===== src/rtl/acia_rx_fifo.sv =====
// ACIA receive buffer: edge-detected byte capture into a first-word-fall-through FIFO with sticky overrun/framing flags.
// Optional RTS hysteresis flow control is enabled by defining ACIA_RX_FIFO_RTS_EN; otherwise rts_n is tied low.
module acia_rx_fifo #(
    parameter int unsigned DEPTH_LOG2   = 4,
    parameter int unsigned RTS_HEADROOM = 4
) (
    input  logic                  clk,
    input  logic                  reset,
    input  logic [7:0]            rx_dat,
    input  logic                  rx_stb,
    input  logic                  rx_err,
    input  logic                  rd,
    input  logic                  clr,
    input  logic                  flush,
    output logic [7:0]            dout,
    output logic                  empty,
    output logic                  full,
    output logic [DEPTH_LOG2:0]   count,
    output logic                  ovr,
    output logic                  ferr,
    output logic                  rts_n
);

    localparam int unsigned DEPTH = 1 << DEPTH_LOG2;
    localparam int unsigned PW    = DEPTH_LOG2;
    localparam int unsigned CW    = DEPTH_LOG2 + 1;

    if (RTS_HEADROOM < 1 || RTS_HEADROOM > DEPTH / 2) begin : g_bad_headroom
        $error("acia_rx_fifo: RTS_HEADROOM out of range");
    end

    logic          stb_dly_q, stb_dly_d;
    logic          err_dly_q, err_dly_d;
    logic [PW-1:0] wptr_q, wptr_d;
    logic [PW-1:0] rptr_q, rptr_d;
    logic [CW-1:0] count_q, count_d;
    logic          ovr_q, ovr_d;
    logic          ferr_q, ferr_d;
    logic [7:0]    mem_q [DEPTH];
    logic [7:0]    mem_d [DEPTH];

    logic wr_ev, err_ev, rd_ok, wr_ok;

    assign empty = (count_q == CW'(0));
    assign full  = (count_q == CW'(DEPTH));
    assign count = count_q;
    assign dout  = mem_q[rptr_q];
    assign ovr   = ovr_q;
    assign ferr  = ferr_q;

    // Next-state for edge detectors, pointers, occupancy and sticky flags
    always_comb begin
        stb_dly_d = rx_stb;
        err_dly_d = rx_err;
        wptr_d    = wptr_q;
        rptr_d    = rptr_q;
        count_d   = count_q;
        ovr_d     = ovr_q;
        ferr_d    = ferr_q;
        mem_d     = mem_q;

        wr_ev  = rx_stb & ~stb_dly_q;
        err_ev = rx_err & ~err_dly_q;
        rd_ok  = rd & ~empty;
        wr_ok  = wr_ev & (~full | rd_ok);

        if (flush) begin
            wptr_d  = '0;
            rptr_d  = '0;
            count_d = '0;
        end else begin
            if (wr_ok) begin
                mem_d[wptr_q] = rx_dat;
                wptr_d        = wptr_q + PW'(1);
            end
            if (rd_ok) begin
                rptr_d = rptr_q + PW'(1);
            end
            case ({wr_ok, rd_ok})
                2'b10:   count_d = count_q + CW'(1);
                2'b01:   count_d = count_q - CW'(1);
                default: count_d = count_q;
            endcase
        end

        // Clear first so a same-cycle set event wins
        if (clr) begin
            ovr_d  = 1'b0;
            ferr_d = 1'b0;
        end
        if (wr_ev & ~wr_ok) ovr_d  = 1'b1;
        if (err_ev)         ferr_d = 1'b1;
    end

    always_ff @(posedge clk) begin
        if (reset) begin
            stb_dly_q <= 1'b0;
            err_dly_q <= 1'b0;
            wptr_q    <= '0;
            rptr_q    <= '0;
            count_q   <= '0;
            ovr_q     <= 1'b0;
            ferr_q    <= 1'b0;
        end else begin
            stb_dly_q <= stb_dly_d;
            err_dly_q <= err_dly_d;
            wptr_q    <= wptr_d;
            rptr_q    <= rptr_d;
            count_q   <= count_d;
            ovr_q     <= ovr_d;
            ferr_q    <= ferr_d;
        end
    end

    // Storage needs no reset: pointers and count define validity
    always_ff @(posedge clk) begin
        mem_q <= mem_d;
    end

`ifdef ACIA_RX_FIFO_RTS_EN
    localparam logic [CW-1:0] RTS_HI = CW'(DEPTH - RTS_HEADROOM);
    localparam logic [CW-1:0] RTS_LO = CW'(DEPTH / 2);

    logic rts_n_q, rts_n_d;

    // Hysteresis: deassert near full, reassert below half
    always_comb begin
        rts_n_d = rts_n_q;
        if (count_q >= RTS_HI) begin
            rts_n_d = 1'b1;
        end else if (count_q < RTS_LO) begin
            rts_n_d = 1'b0;
        end
    end

    always_ff @(posedge clk) begin
        if (reset) begin
            rts_n_q <= 1'b0;
        end else begin
            rts_n_q <= rts_n_d;
        end
    end

    assign rts_n = rts_n_q;
`else
    assign rts_n = 1'b0;
`endif

endmodule


===== config.mk =====
export PLATFORM = sky130hd
export DESIGN_NAME = acia_rx_fifo
export DESIGN_NICKNAME = d
export VERILOG_FILES = /design/src/rtl/acia_rx_fifo.sv
export SDC_FILE = /design/constraint.sdc
export NUM_CORES = 1
export LEC_CHECK = 0
export CORE_UTILIZATION = 53
export CTS_CLUSTER_SIZE = 16
export DETAILED_ROUTE_END_ITERATION = 6
export PLACE_DENSITY = 0.85
export SLEW_MARGIN = 20
export SYNTH_ARGS = -nofsm -noshare
export SYNTH_HDL_FRONTEND = slang
export SYNTH_SLANG_ARGS = --single-unit
export TNS_END_PERCENT = 50

===== constraint.sdc =====
create_clock -name clk -period 2.6 [get_ports clk]
set_input_delay 0.65 -clock clk [delete_from_list [all_inputs] [get_ports clk]]
set_output_delay 0.65 -clock clk [all_outputs]
set_load 0.02 [all_outputs]

==> results of run 1 <==
cell families (layout without fill, tap and decap cells):
family                     count (synthesis)  in the layout  synth area share [%]
buffers and inverters                     19            108                  1.51
xor gates and xnor gates                   6              6                 0.904
adders and majority gates                 10             10                  2.28
and+or+nand+nor                           71             71                  6.03
DFF                                      145            145                  72.0
muxes                                     35             35                  12.9
AOI/OAI and AO/OA                         33             33                  4.31
other                                      1              1                0.0645
path summary, 6_finish.rpt:
path | slack, ps | depth (start not counted) | from | end
max reg2reg | 120 | 9 | count[0] | count[4]
min reg2reg | 490 | 2 | ferr | ferr
max | -210 | 5 | rptr_q[0] | dout[1]
min | 490 | 2 | ferr | ferr
registers in the layout (all words and copies together), names as in the netlist:
register,count
count,5
err_dly_q,1
ferr,1
mem_q,128
ovr,1
rptr_q,4
stb_dly_q,1
wptr_q,4
metal layers:
| metal | vias up | part of all wire [%] | track usage (%) |
|---|---|---|---|
| met5 | - | 0 | 0 |
| met4 | 0 | 1.8 | 10.2 |
| met3 | 17 | 6.6 | 6.38 |
| met2 | 130 | 51 | 37.6 |
| met1 | 1659 | 41 | 31.1 |
| li1 | 1423 | - | - |
layout by cell type (no fill, tap or decap), types with 3 or more instances in the layout:
master	Yosys	layout
inv_4	0	3
ha_1	9	9
inv_1	4	4
clkdlybuf4s50_1	0	21
a22oi_1	16	4
nand2_1	10	9
buf_12	0	4
buf_4	1	35
nor2_1	32	32
buf_6	1	5
nand3_1	5	5
a22oi_2	0	12
clkinv_2	0	5
nor2b_1	6	6
nand2b_1	7	7
mux4_2	32	32
clkbuf_16	0	18
buf_2	4	4
o211ai_1	4	4
clkbuf_8	0	3
xor2_1	4	4
mux2i_1	3	3
a21oi_1	6	6
dfxtp_1	17	16
edfxtp_1	128	128
final cells by class:
type                            count  area (um2)
Tap cell                          136         170
Timing Repair Buffer               72         663
Fill cell                         664        3240
Sequential cell                   145        4190
Multi-Input combinational cell    156        1610
Inverter                            4        15.0
Clock buffer                       23         499
Clock inverter                      9        73.8
power breakdown:
| part | switching (mW) | internal (mW) | total (mW) |
|---|---|---|---|
| registers | 0.00695 | 2.55 | 2.55 |
| logic | 0.129 | 0.104 | 0.233 |
| clock network | 0.873 | 1.43 | 2.30 |
through the flow:
stage	cell area [um2]	setup WS, ps
2_1_floorplan	5810	28.8
3_3_place_gp	6540	-158
3_5_place_dp	6540	-204
4_1_cts	7230	-266
5_1_grt	7220	-280
6_report	7220	-205
critical path: cells and delay by family (launching register included):
family,cells,cell delay [ps]
DFF,1,420
muxes,1,530
and+or+nand+nor,1,100
buffers and inverters,2,300
AOI/OAI and AO/OA,1,280
timing repair:
| action | 4_1_cts | 5_1_grt |
|---|---|---|
| setup buffers | 3 | 1 |
| gates resized for setup | 51 | 16 |
| setup endpoints to repair | 10 | 10 |
| pin swaps | 7 | 10 |
| cloned | 2 | 0 |
==> out/metrics.cfg, run 1 <==
[pwr]
ir_worst_vdd_uv=435
power_mw=5.09
leakagePower_nw=2.46
power_density_nw_per_um2=704

[clock_tree]
clock_sinks=145
clkTransAtPathRegs_ps=60
cts_tree=yes
ctsHoldBuffers=0
clockBufferDepth=2
ctsHtreeMaxLevel=4
cts_buffers=17
clock-root-buffer=clkbuf_8
worstSkewPairLatency_ps=520

[synthesis]
synth_top_area_share_pct=66.1
synth_most_common_cell=edfxtp_1
synth_edf_count=128
seq_area_frac_synth_pct=72.0
synth_ff_type=edfxtp_1
synth-seq-cells=145
synth.area.top_cells=edfxtp_1 (66%), mux4_2 (12%), dfxtp_1 (5.9%)
synthCells=320
syn_area_per_cell_um2=18.2
synth_commonest_cells=edfxtp_1 (128), mux4_2 (32), nor2_1 (32), dfxtp_1 (17), a22oi_1 (16)
synth.distinct_cells=36
syn_nets=345
yosysWarnings=0
syn_area_um2=5810
async_reset_ff_share_pct=0
synth_largest_area_cell=edfxtp_1

[outcome]
violations=setup timing
status=finished with violations

[sta]
fin_ws_ps=-205
finalCritPeriodShare_pct=108
worstMarginPinSlew_ps=720
setup_tns_ps=-1500
final_max_slew_viol_count=0
rsz0062_at_grt=true
hold_ws_ps=486
hold_viol_final=0
finalSetupViolCount=8
skew_ps=6.76
fin_crit_ps=2810
fmax_mhz=356
slew_headroom_pct=51.8

[global_routing]
grt_overflow=0
grt_pass1_wl_mm=18.8
first_global_vias=3296
grt_util_all_layers_pct=23.7
grt_max_degree=21
antenna_found_initial=0

[floorplanning]
core_area_um2=10500
die_w_um=107
die_area_um2=11400
rows=37
pin_count=33
initial_core_util_pct=55.5
die_y_um=107

[placement]
place_inst=510
numPortBuffers=31
finalWeightedCongestion=0.771
dp.final_hpwl_mm=7.77

[worst_setup_path]
crit_fanout=7
critPathCaptureType=primary output
worstPathArrival_ps=2160
crit_path_start_kind=register
critPathKind=register to primary output
slowest_stage=mux4_2
critPathMaxStageDelay_ps=530
crit_chain=buf_12 > mux4_2 > a22oi_2 > nand2_2 > buf_6
crit_required_ps=1950

[final_layout]
area_growth_pct=24.2
drive_gt1_share_pct=33.0
antenna_cells=0
final_util_pct=69.0
fin_nets=421
fin_cells=545

[detailed_routing]
vias_per_cell=5.92
drt-wirelength-per-cell_um=22.6
drt_first_pass_iters=4
wirelength_mm=12.3
drt-initial-drc-count=264
ant_nets=0
drcViolationCount=0
vias=3229

[worst_hold_path]
hold_class=register to register

[flow_run]
maxCapViolCount=0

(Power assumes the default switching activity.)
==> run 2, diff against run 1 <==
CORE_UTILIZATION = 55   (was 53)
PLACE_DENSITY = 0.84   (was 0.85)
clock period = 3.63 ns   (was 2.6 ns; I/O delays follow)
==> run 2 against run 1 <==
Effect of this change: the run now ends clean; routed wire length down 3.3%; global-route usage decreased by 0.34 points; cell count shrank 3.7%; highest routed layer unchanged.
==> out/metrics.cfg, run 2 (synthesis results as in run 1) <==
[outcome]
status=completed  ; was finished with violations

[clock_tree]
worstSkewPairLatency_ps=520  ; about the same
cts_tree=yes  ; unchanged
post_cts.repair.setup_buffers=0  ; was 3
clock-root-buffer=clkbuf_8  ; unchanged
cts_buffers=17  ; unchanged
clkTransAtPathRegs_ps=60  ; about the same
ctsHoldBuffers=0  ; unchanged
ctsHtreeMaxLevel=4  ; unchanged
clockBufferDepth=2  ; unchanged
clock_sinks=145  ; unchanged

[detailed_routing]
drcViolationCount=0  ; unchanged
vias=3151  ; was 3229
drt-initial-drc-count=303  ; was 264
ant_nets=0  ; unchanged
vias_per_cell=6.00  ; was 5.92
drt_first_pass_iters=5  ; was 4
wirelength_mm=11.9  ; was 12.3 mm
drt-wirelength-per-cell_um=22.7  ; was 22.6 um

[worst_setup_path]
critPathMaxStageDelay_ps=550  ; was 530 ps
critPathKind=register to primary output  ; unchanged
slowest_stage=clkdlybuf4s50_1  ; was mux4_2
crit_required_ps=2720  ; was 1950 ps
critPathCaptureType=primary output  ; unchanged
crit_fanout=16  ; was 7
crit_chain=buf_12 > mux4_2 > a22oi_1 > nand2_1 > clkdlybuf4s50_1  ; was buf_12 > mux4_2 > a22oi_2 > nand2_2 > buf_6
crit_path_start_kind=register  ; unchanged
r2r_slack_ps=800  ; was 120 ps
worstPathArrival_ps=2610  ; was 2160 ps

[final_layout]
largest_reg_flops=128  ; unchanged
fillCellCount=669  ; was 664
drive_gt1_share_pct=24.2  ; was 33.0%
layout_commonest_cell=edfxtp_1  ; unchanged
regMostFlops=mem_q  ; unchanged
area_growth_pct=21.0  ; was 24.2%
fin_nets=400  ; was 421
layout_common_cells=edfxtp_1 (128), nor2_1 (32), mux4_2 (32)  ; was edfxtp_1 (128), buf_4 (35), nor2_1 (32), mux4_2 (32), clkdlybuf4s50_1 (21)

[global_routing]
grt_pass1_wl_mm=18.2  ; was 18.8 mm
first_global_vias=3233  ; was 3296
grt_overflow=0  ; unchanged
antenna_found_initial=1  ; was 0
grt_max_degree=33  ; was 21
grt_util_all_layers_pct=23.4  ; was 23.7%

[sta]
fmax_mhz=284
hold_ws_ps=473  ; was 486 ps
slew_headroom_pct=49.4  ; was 51.8%
finalSetupViolCount=0  ; was 8
fin_crit_ps=3520
rsz0062_at_grt=false  ; was true
skew_ps=8.03  ; was 6.76 ps
hold_viol_final=0  ; unchanged
finalCritPeriodShare_pct=97.0
final_max_slew_viol_count=0  ; unchanged
worstMarginPinSlew_ps=757  ; was 720 ps
setup_tns_ps=0  ; was -1500 ps

[placement]
dp.final_hpwl_mm=7.04  ; was 7.77 mm
finalWeightedCongestion=0.833  ; was 0.771
numPortBuffers=31  ; unchanged

[pwr]
leakagePower_nw=2.39  ; was 2.46 nW
power_mw=3.68  ; was 5.09 mW
ir_worst_vdd_uv=265  ; was 435 uV
power_density_nw_per_um2=523  ; was 704 nW/um2

[floorplanning]
die_y_um=105  ; was 107 um
core_area_um2=10300  ; was 10500 um2
pin_count=33  ; unchanged
die_w_um=105  ; was 107 um
rows=37  ; unchanged
die_area_um2=11000  ; was 11400 um2
initial_core_util_pct=56.5  ; was 55.5%

[flow_run]
maxCapViolCount=0  ; unchanged

[worst_hold_path]
hold_class=register to register  ; unchanged

## run 2: power by group
| part | leakage [nW] | switching [mW] | internal, mW |
|---|---|---|---|
| clock network | 0.286 | 0.708 | 0.998 |
| logic | 0.817 | 0.0808 | 0.0628 |
| registers | 1.29 | 0.00624 | 1.82 |
## run 2: layout make-up
type | instances | area (um2) | area share (%)
antenna | 1 | 2.50 | 0.0356
clock buffer | 17 | 414 | 5.89
clock inverter | 15 | 171 | 2.44
inverter | 4 | 15.0 | 0.214
multi-input combinational | 156 | 1550 | 22.0
sequential | 145 | 4190 | 59.5
tap | 136 | 170 | 2.42
timing repair buffer | 51 | 528 | 7.51
## run 2: critical path, delay by kind of cell, from the launching register on
kind            cells  cell delay (ps)
flops               1              430
compound gates      1              230
simple gates        1              120
mux                 1              530
buf+inv             2              770
## run 2: what timing repair did
item / 4_1_cts / 5_1_grt
gates resized for setup: 0 / 8
pin swaps: 0 / 0
setup endpoints to repair: 1 / 7
gates cloned: 1 / 0
## run 2: per-layer routing
metal	up-vias	track usage, %	share of wire, %
met4	0	9.36	1.9
met3	18	5.30	6.7
met1	1592	27.8	38
met2	152	41.2	54
met5	-	0	0
li1	1389	-	-
## run 2: per-stage QoR
stage	util (%)	setup WS, ps	area (um2)	std cells
after floorplan	-	1010	5810	320
after global placement	62.2	492	6390	491
after detailed placement	62.2	371	6390	491
after CTS	68.2	8.63	7010	524
after global routing	68.4	32.0	7030	525
final	68.4	108	7030	525
## run 2: final timing paths
check | from | endpoint | cells after the start
min | ferr | ferr | 2
min reg2reg | ferr | ferr | 2
max reg2reg | count[0] | count[4] | 9
max | rptr_q[0] | dout[0] | 5
